`config.mk`:
```
export PLATFORM = sky130hd
export DESIGN_NAME = pin_collector
export DESIGN_NICKNAME = d
export VERILOG_FILES = /design/src/rtl/pin_collector_pkg.sv /design/src/rtl/pin_timeout_counter.sv /design/src/rtl/pin_collector.sv
export SDC_FILE = /design/constraint.sdc
export NUM_CORES = 1
export LEC_CHECK = 0
export ABC_AREA = 1
export BUFFER_PORTS_ARGS = -buffer_cell sky130_fd_sc_hd__clkbuf_2
export CELL_PAD_IN_SITES_DETAIL_PLACEMENT = 1
export CELL_PAD_IN_SITES_GLOBAL_PLACEMENT = 1
export CORE_ASPECT_RATIO = 1.5
export CORE_MARGIN = 10
export CORE_UTILIZATION = 39
export CTS_BUF_LIST = sky130_fd_sc_hd__clkbuf_4 sky130_fd_sc_hd__clkbuf_8 sky130_fd_sc_hd__clkbuf_16
export DETAILED_ROUTE_END_ITERATION = 8
export PLACE_DENSITY = 0.83
export SLEW_MARGIN = 10
export SYNTH_ARGS = -nofsm -noshare
export SYNTH_HDL_FRONTEND = slang
export SYNTH_SLANG_ARGS = --single-unit
```
`constraint.sdc`:
```
create_clock -name clk -period 2.5 [get_ports clk]
set_input_delay 0.25 -clock clk [delete_from_list [all_inputs] [get_ports clk]]
set_output_delay 0.25 -clock clk [all_outputs]
set_load 0.02 [all_outputs]
```
`src/rtl/pin_collector_pkg.sv`:
```
// Shared definitions for the PIN collector and the ATM controller FSM that consumes its output.
// Holds the one-hot state encodings, keypad codes, the PIN nibble width and key decode helpers.
package pin_collector_pkg;

    localparam int unsigned NibbleW = 4;

    localparam logic [3:0] KeyDigitMax = 4'h9;
    localparam logic [3:0] KeyClear    = 4'hA;

    // One-hot collector states; any other encoding decodes to StIdle.
    typedef enum logic [3:0] {
        StIdle    = 4'b0001,
        StCollect = 4'b0010,
        StReady   = 4'b0100,
        StError   = 4'b1000
    } pin_state_e;

    function automatic logic is_digit(input logic [3:0] code);
        return code <= KeyDigitMax;
    endfunction

    // Codes 0xB-0xF carry no meaning on the keypad.
    function automatic logic is_bad_key(input logic [3:0] code);
        return code > KeyClear;
    endfunction

endpackage

```
`src/rtl/pin_timeout_counter.sv`:
```
// Inter-key inactivity timer for the PIN collector.
// Ports:
//   clk     - clock, rising edge
//   rst     - synchronous active-high reset
//   clear   - return the count to zero (takes priority over run)
//   run     - advance the count by one this cycle
//   expired - count has reached TIMEOUT_CYC-1 (derived from the count register)
module pin_timeout_counter #(
    parameter int unsigned TIMEOUT_CYC = 1000
) (
    input  logic clk,
    input  logic rst,
    input  logic clear,
    input  logic run,
    output logic expired
);

    localparam int unsigned CntW = (TIMEOUT_CYC > 2) ? $clog2(TIMEOUT_CYC) : 1;

    logic [CntW-1:0] cnt_q, cnt_d;

    assign expired = (cnt_q == CntW'(TIMEOUT_CYC - 1));

    always_comb begin
        cnt_d = cnt_q;
        if (clear) begin
            cnt_d = '0;
        end else if (run && !expired) begin
            // Saturates at the expiry value; the collector leaves COLLECT on that cycle anyway.
            cnt_d = cnt_q + CntW'(1);
        end
    end

    always_ff @(posedge clk) begin
        if (rst) begin
            cnt_q <= '0;
        end else begin
            cnt_q <= cnt_d;
        end
    end

endmodule

```
`src/rtl/pin_collector.sv`:
```
// Keypad PIN collector: gathers BCD digit strobes into a complete PIN word and offers it to
// the ATM controller over a ready/ack handshake. Supports clear and inter-key timeout.
// Optional feature macro: PIN_TIMEOUT_EN enables the inactivity timer and ERROR state;
// without it COLLECT waits indefinitely and timeout_err is tied low.
// Ports:
//   clk         - clock, rising edge
//   rst         - synchronous active-high reset
//   key_valid   - 1-cycle strobe, key_code valid
//   key_code    - 0x0-0x9 digit, 0xA clear, 0xB-0xF ignored (flagged on bad_key)
//   pin_ack     - controller consumed pin_value (only honoured while pin_ready)
//   pin_ready   - pin_value holds a complete PIN
//   pin_value   - BCD PIN, first digit in the MS nibble
//   digit_count - digits accepted so far
//   timeout_err - 1-cycle pulse when collection is abandoned on timeout
//   bad_key     - 1-cycle pulse one cycle after an unused key code
module pin_collector
    import pin_collector_pkg::*;
#(
    parameter int unsigned DIGITS      = 4,
    parameter int unsigned TIMEOUT_CYC = 1000
) (
    input  logic                          clk,
    input  logic                          rst,
    input  logic                          key_valid,
    input  logic [3:0]                    key_code,
    input  logic                          pin_ack,
    output logic                          pin_ready,
    output logic [NibbleW*DIGITS-1:0]     pin_value,
    output logic [$clog2(DIGITS+1)-1:0]   digit_count,
    output logic                          timeout_err,
    output logic                          bad_key
);

    localparam int unsigned PinW = NibbleW * DIGITS;
    localparam int unsigned CntW = $clog2(DIGITS + 1);

    pin_state_e      state_q, state_d;
    logic [PinW-1:0] value_q, value_d;
    logic [CntW-1:0] count_q, count_d;
    logic            bad_key_q, bad_key_d;

    logic key_digit;
    logic key_clear;
    logic timer_expired;

    assign key_digit = key_valid && is_digit(key_code);
    assign key_clear = key_valid && (key_code == KeyClear);

`ifdef PIN_TIMEOUT_EN
    logic timer_clear;
    logic timer_run;

    // Any accepted key, or being outside COLLECT, restarts the idle window.
    assign timer_clear = (state_q != StCollect) || key_digit || key_clear;
    assign timer_run   = (state_q == StCollect);

    pin_timeout_counter #(
        .TIMEOUT_CYC (TIMEOUT_CYC)
    ) u_timeout (
        .clk     (clk),
        .rst     (rst),
        .clear   (timer_clear),
        .run     (timer_run),
        .expired (timer_expired)
    );
`else
    assign timer_expired = 1'b0;
`endif

    always_comb begin
        state_d   = state_q;
        value_d   = value_q;
        count_d   = count_q;
        bad_key_d = key_valid && is_bad_key(key_code);

        case (state_q)
            StIdle, StCollect: begin
                if (key_digit) begin
                    value_d = {value_q[PinW-NibbleW-1:0], key_code};
                    count_d = count_q + CntW'(1);
                    state_d = (count_d == CntW'(DIGITS)) ? StReady : StCollect;
                end else if (key_clear) begin
                    value_d = '0;
                    count_d = '0;
                    state_d = StIdle;
                end else if ((state_q == StCollect) && timer_expired) begin
                    value_d = '0;
                    count_d = '0;
                    state_d = StError;
                end
            end
            StReady: begin
                // Keys are dropped here; an ack in the same cycle as a key still wins.
                if (pin_ack) begin
                    value_d = '0;
                    count_d = '0;
                    state_d = StIdle;
                end
            end
            StError: begin
                state_d = StIdle;
            end
            default: begin
                value_d = '0;
                count_d = '0;
                state_d = StIdle;
            end
        endcase
    end

    always_ff @(posedge clk) begin
        if (rst) begin
            state_q   <= StIdle;
            value_q   <= '0;
            count_q   <= '0;
            bad_key_q <= 1'b0;
        end else begin
            state_q   <= state_d;
            value_q   <= value_d;
            count_q   <= count_d;
            bad_key_q <= bad_key_d;
        end
    end

    assign pin_ready   = (state_q == StReady);
    assign pin_value   = value_q;
    assign digit_count = count_q;
    assign bad_key     = bad_key_q;
`ifdef PIN_TIMEOUT_EN
    assign timeout_err = (state_q == StError);
`else
    assign timeout_err = 1'b0;
`endif

endmodule

```
**Word level (Yosys, flattened, before mapping)**

Index checks and enable logic that the tools add are counted.

- Add/sub/neg operators: 1
- $mul: 0
- Divide/modulo/power cells: 0
- Magnitude comparators: 2
- Equal/unequal tests: 8
- Shift-type cells: 0
- Multiplexer cells: 13
- Bitwise logic cells: 1
- Reductions and logical operators: 6

Operators by type and width:

| operator | count |
|---|---|
| $mux W16 | 3 |
| $pmux W16 S3 | 1 |
| $mux W3 | 4 |
| $mux W4 | 3 |
| $pmux W3 S3 | 1 |
| $eq A4 B4 Y1 const B | 2 |
| $pmux W4 S2 | 1 |
| $eq A4 B1 Y1 const B | 1 |
| $eq A4 B2 Y1 const B | 1 |
| $eq A4 B3 Y1 const B | 1 |
| $gt A4 B4 Y1 const B | 1 |
| $le A4 B4 Y1 const B | 1 |
| $add A3 B1 Y3 const B | 1 |
| $eq A3 B3 Y1 const B | 1 |
| $logic_and A1 B1 Y1 | 3 |
| $ne A3 B3 Y1 const B | 1 |
| $reduce_and A3 Y1 | 1 |
| $ne A2 B2 Y1 const B | 1 |
| $reduce_and A2 Y1 | 1 |
| $reduce_or A2 Y1 | 1 |
| $not A1 Y1 | 1 |

- Register bits: 24
- Bits in latches: 0
- Memory bits (writable): 0
- ROM bits: 0
- Input port bits: 8
- Output and inout port bits: 22
- Logic and storage cells: 35
- Memories: 0

**Logic depth before layout (Yosys ltp)**

- Word-level depth: 5
- Gate-level depth with buffers: 8
- Gate-level depth less buffers: 8

**Least setup slack after synthesis**

OpenSTA, ideal clock, no wires.

- Path kind: register -> register
- Start point: reg state_q[0]
- End point: reg count_q[0], in the netlist digit_count[0]
- Setup time: 0.115 ns
- Arrival time: 1.299 ns
- Required time: 2.385 ns
- Setup slack: 1.086 ns
- Stages on the path, launching flop included: 6
- Buffers on the path: 1
- Period minus slack after synthesis: 1.414 ns
- Path through: dfxtp_1 -> nor3_2 -> nand2_2 -> buf_2 -> a21oi_1 -> nor2_1

- Elaborated cells between the ends (all ways): 10
- Classes of those cells: eq/ne (6); mux (1); bitwise (1); reduce/logical (2)

RTL lines:

| item | line | RTL |
|---|---|---|
| start, declared | pin_collector.sv:37 | `pin_state_e state_q, state_d;` |
| start signal, assigned | pin_collector.sv:113 | `state_q <= StIdle;` |
| start signal, assigned | pin_collector.sv:118 | `state_q <= state_d;` |
| $eq A4 B3 Y1 * | -- |  |
| named net pin_ready | pin_collector.sv:27 | `output logic pin_ready,` |
| $ne A2 B2 Y1 (no line) | -- |  |
| $reduce_and A3 Y1 (no line) | -- |  |
| end signal, assigned | pin_collector.sv:120 | `count_q <= count_d;` |
| end, declared | pin_collector.sv:39 | `logic [CntW-1:0] count_q, count_d;` |

The timed path passes the listed nets; every way through them passes the cells marked *.
A chain may end at the register's enable or synchronous reset.

**Worst setup path after layout**

- Start point: reg state_q[1]
- End point: reg value_q[4], in the netlist pin_value[4]

- Cells in the longest elaborated chain, start to end: 4
- Elaborated cells between the ends (all ways): 10
- Classes of those cells: eq/ne (6); mux (1); bitwise (1); reduce/logical (2)

RTL lines:

| item | line | RTL |
|---|---|---|
| $eq A4 B2 Y1 / $eq A4 B1 Y1 (equally long branches) | pin_collector.sv:76 | `case (state_q)` |
| $reduce_or A2 Y1 | pin_collector.sv:76 |  |
| $ne A3 B3 Y1 (no line) | -- |  |
| $reduce_and A3 Y1 (no line) | -- |  |
| end signal, assigned | pin_collector.sv:119 | `value_q <= value_d;` |
| end, declared | pin_collector.sv:38 | `logic [PinW-1:0] value_q, value_d;` |

Several ways; a longest one is shown, not always the timed one.

==> flow_metrics.py <==
metrics = {
    "worst_setup_path": {
        "worst_path_most_repeated_cell": "nand2_1",
        "crit_required_ns": 2.66,
        "crit_type": "reg2reg",
        "worstPathMaxFanout": 34,
        "critPathSlowestCell": "nand3_4",
        "end_kind": "register",
        "worst_path_largest_cell_delay_ns": 0.38,
        "worstPathArrival_ns": 1.96,
        "worstPathCellList": "nand2_1 -> nand2_2 -> nor2_8 -> nand3_4 -> nand2_2 -> nand2_1 -> nand2_1 -> nor2_1",
        "cp-start-kind": "register",
    },
    "global_routing": {
        "grt_pass1_vias": 1306,
        "grt_max_degree": 36,
        "grt_use_met1_pct": 11.59,
        "grt_util_met2_pct": 23.10,
        "busiest_layer": "met2",
        "met3_usage_pct": 3.797,
        "antenna_found_initial": 0,
        "grt_usage_pct": 12.01,
        "overflow": 0,
        "grt_pass1_wl_um": 5713,
    },
    "finish": {
        "layout.cells.non_filler": 237,
        "drive_above_1_share_pct": 21.72,
        "nets": 209,
        "syn2layout_area_growth_pct": 13.06,
        "diodes": 0,
    },
    "yosys": {
        "synthAdderAreaFrac_pct": 2.041,
        "yosys.area.top_type": "dfxtp_1",
        "ys_seq_area_share_pct": 37.55,
        "synth_xor_area_share_pct": 0,
        "synth_seq_cells": 23,
        "synth-compound-area-share_pct": 7.347,
        "yosys_warnings": 0,
        "synthMuxAreaShare_pct": 0,
        "yosysUniqueCellTypes": 19,
        "synth_top_family_by_area": "simple AND/OR/NAND/NOR gates",
        "netlist.area_leader.share_pct": 37.55,
        "syn_area_sq_mm": 0.001226,
        "avgSynthCellArea_sq_um": 6.928,
        "synth_simple_gate_area_share_pct": 42.45,
        "syn-num-nets": 187,
        "syn_inst": 177,
        "yosys-top-cells-area": "dfxtp_1, nand3_1, nand2_1",
    },
    "sta": {
        "max_slew_margin_pct": 53.66,
        "setup_viol": 0,
        "slew_viol_final": 0,
        "finalSetupTns_ns": 0,
        "final.min_clock_period_ns": 1.798,
        "fin_crit_sh_pct": 71.91,
        "hold_viol_final": 0,
        "clock.fmax_mhz": 556.2,
        "skew_ns": 0.001928,
        "worst_pin_slew_ns": 0.6943,
        "grt_setup_unrepaired": "no",
    },
    "clock_network": {
        "post_cts_resized": 0,
        "cts_hold_buf": 0,
        "clock-sinks": 23,
        "cts_tree": "built",
        "cts_buffer_depth": 2,
        "clock_latency_ns": 0.26,
        "clkTransAtPathRegs_ns": 0.08,
        "cts-root-buf": "clkbuf_8",
        "cts_made_buffers": 3,
        "htree_levels": 1,
        "post_cts_buffers": 0,
    },
    "power": {
        "p_leak_nw": 0.7064,
        "finalPower_w": 0.001356,
        "ir_worst_vdd_mv": 0.4174,
        "powerDensity_mw_per_mm2": 977.9,
    },
    "drt": {
        "first_pass_iters": 4,
        "drcViolationCount": 0,
        "drt_iter0_drc": 20,
        "routed_wl_um": 3275,
        "num_vias": 1197,
        "routedWlPerCell_um": 13.82,
        "detail-route-antenna-nets": 0,
        "post_drt_via_cell_ratio": 5.051,
    },
    "die": {
        "start_util_pct": 41.25,
        "dieArea_sq_mm": 0.005833,
        "die_y_um": 88.68,
        "dieWidth_um": 65.78,
        "core-area_sq_mm": 0.002973,
        "rows": 24,
        "num_io_pins": 30,
    },
    "hold_path": {
        "min_path_type": "in2reg",
    },
    "place": {
        "gp_congestion": 0.7345,
        "numPortBuffers": 28,
        "place_inst": 233,
        "dp.final_hpwl_um": 2470,
    },
    "status": {
        "status": "finished clean",
    },
    "run": {
        "maxCapViolations": 0,
    },
}
-- report_power, final --
| group | switching, W | leakage (nW) | internal (W) | total [W] |
|---|---|---|---|---|
| clock network | 0.000113 | 0.0262 | 0.000124 | 0.000237 |
| logic | 0.000400 | 0.491 | 0.000196 | 0.000596 |
| registers | 0.0000713 | 0.189 | 0.000451 | 0.000523 |
-- routing by layer --
metal,part of all wire (%),routed length [um]
met3,5.1,166
met4,1.1,36
met5,0,0
met2,55,1795
met1,39,1277
-- worst max-delay path, delay by kind of cell, from the launching register on --
family,cells,cell delay (ns)
AND/OR/NAND/NOR,8,1.35
flip-flops,1,0.35
-- metrics by stage --
stage	utilization [%]	worst slack, ns	hold slack (ns)	instance area, sq um
after floorplan	-	1.086	0.3191	1226
after global placement	44.99	0.8504	0.4352	1338
after detailed placement	44.99	0.6869	0.4318	1338
after CTS	46.63	0.6921	0.1489	1386
after global routing	46.63	0.5141	0.1509	1386
final	46.63	0.7022	0.1562	1386
-- cell usage after synthesis --
cell	instances
nand3_1	34
nand2_1	32
nor2_1	32
dfxtp_1	23
a21oi_1	18
inv_1	12
buf_2	5
buf_4	4
nand2_2	3
nand3_2	3
buf_6	2
ha_1	2
conb_1	1
inv_2	1
nand3_4	1
nor2_2	1
nor2_8	1
nor3_2	1
nor3b_1	1
-- registers in the layout (all words and copies together), names as in the netlist --
register     count
bad_key          1
digit_count      3
pin_value       16
state_q          3
-- placed cells by master, fill, tap and decap left out, drive strengths merged --
cell type and count:
nor2 34, nor3b 1, nor3 1, nand2 35, clkbuf 32, conb 1, nand3 38, dfxtp 23
inv 13, a21oi 18, ha 2
-- cell type report --
class	instances	area, sq um
Clock buffer	4	48.80
Timing Repair Buffer	28	140.1
Multi-Input combinational cell	130	639.4
Fill cell	406	1587
Sequential cell	23	460.4
Inverter	13	48.80
Tap cell	39	48.80
-- logic make-up after synthesis --
group / count (synthesis)
and+or+nand+nor: 109
other: 1
adders and majority gates: 2
AOI/OAI and AO/OA: 18
DFF: 23
buffers and inverters: 24
-- final timing paths --
check,end,cells past startpoint,slack [ns],start
setup reg to reg,pin_value[4]$_SDFFE_PP0P_,8,0.70,state_q[1]$_SDFFE_PP0P_
hold / removal,state_q[2]$_SDFFE_PP0P_,2,0.16,rst
hold reg to reg,pin_value[15]$_SDFFE_PP0P_,2,0.48,pin_value[15]$_SDFFE_PP0P_
setup / recovery,pin_value[4]$_SDFFE_PP0P_,8,0.70,state_q[1]$_SDFFE_PP0P_
Note: power is estimated with default switching activity, not from simulation.
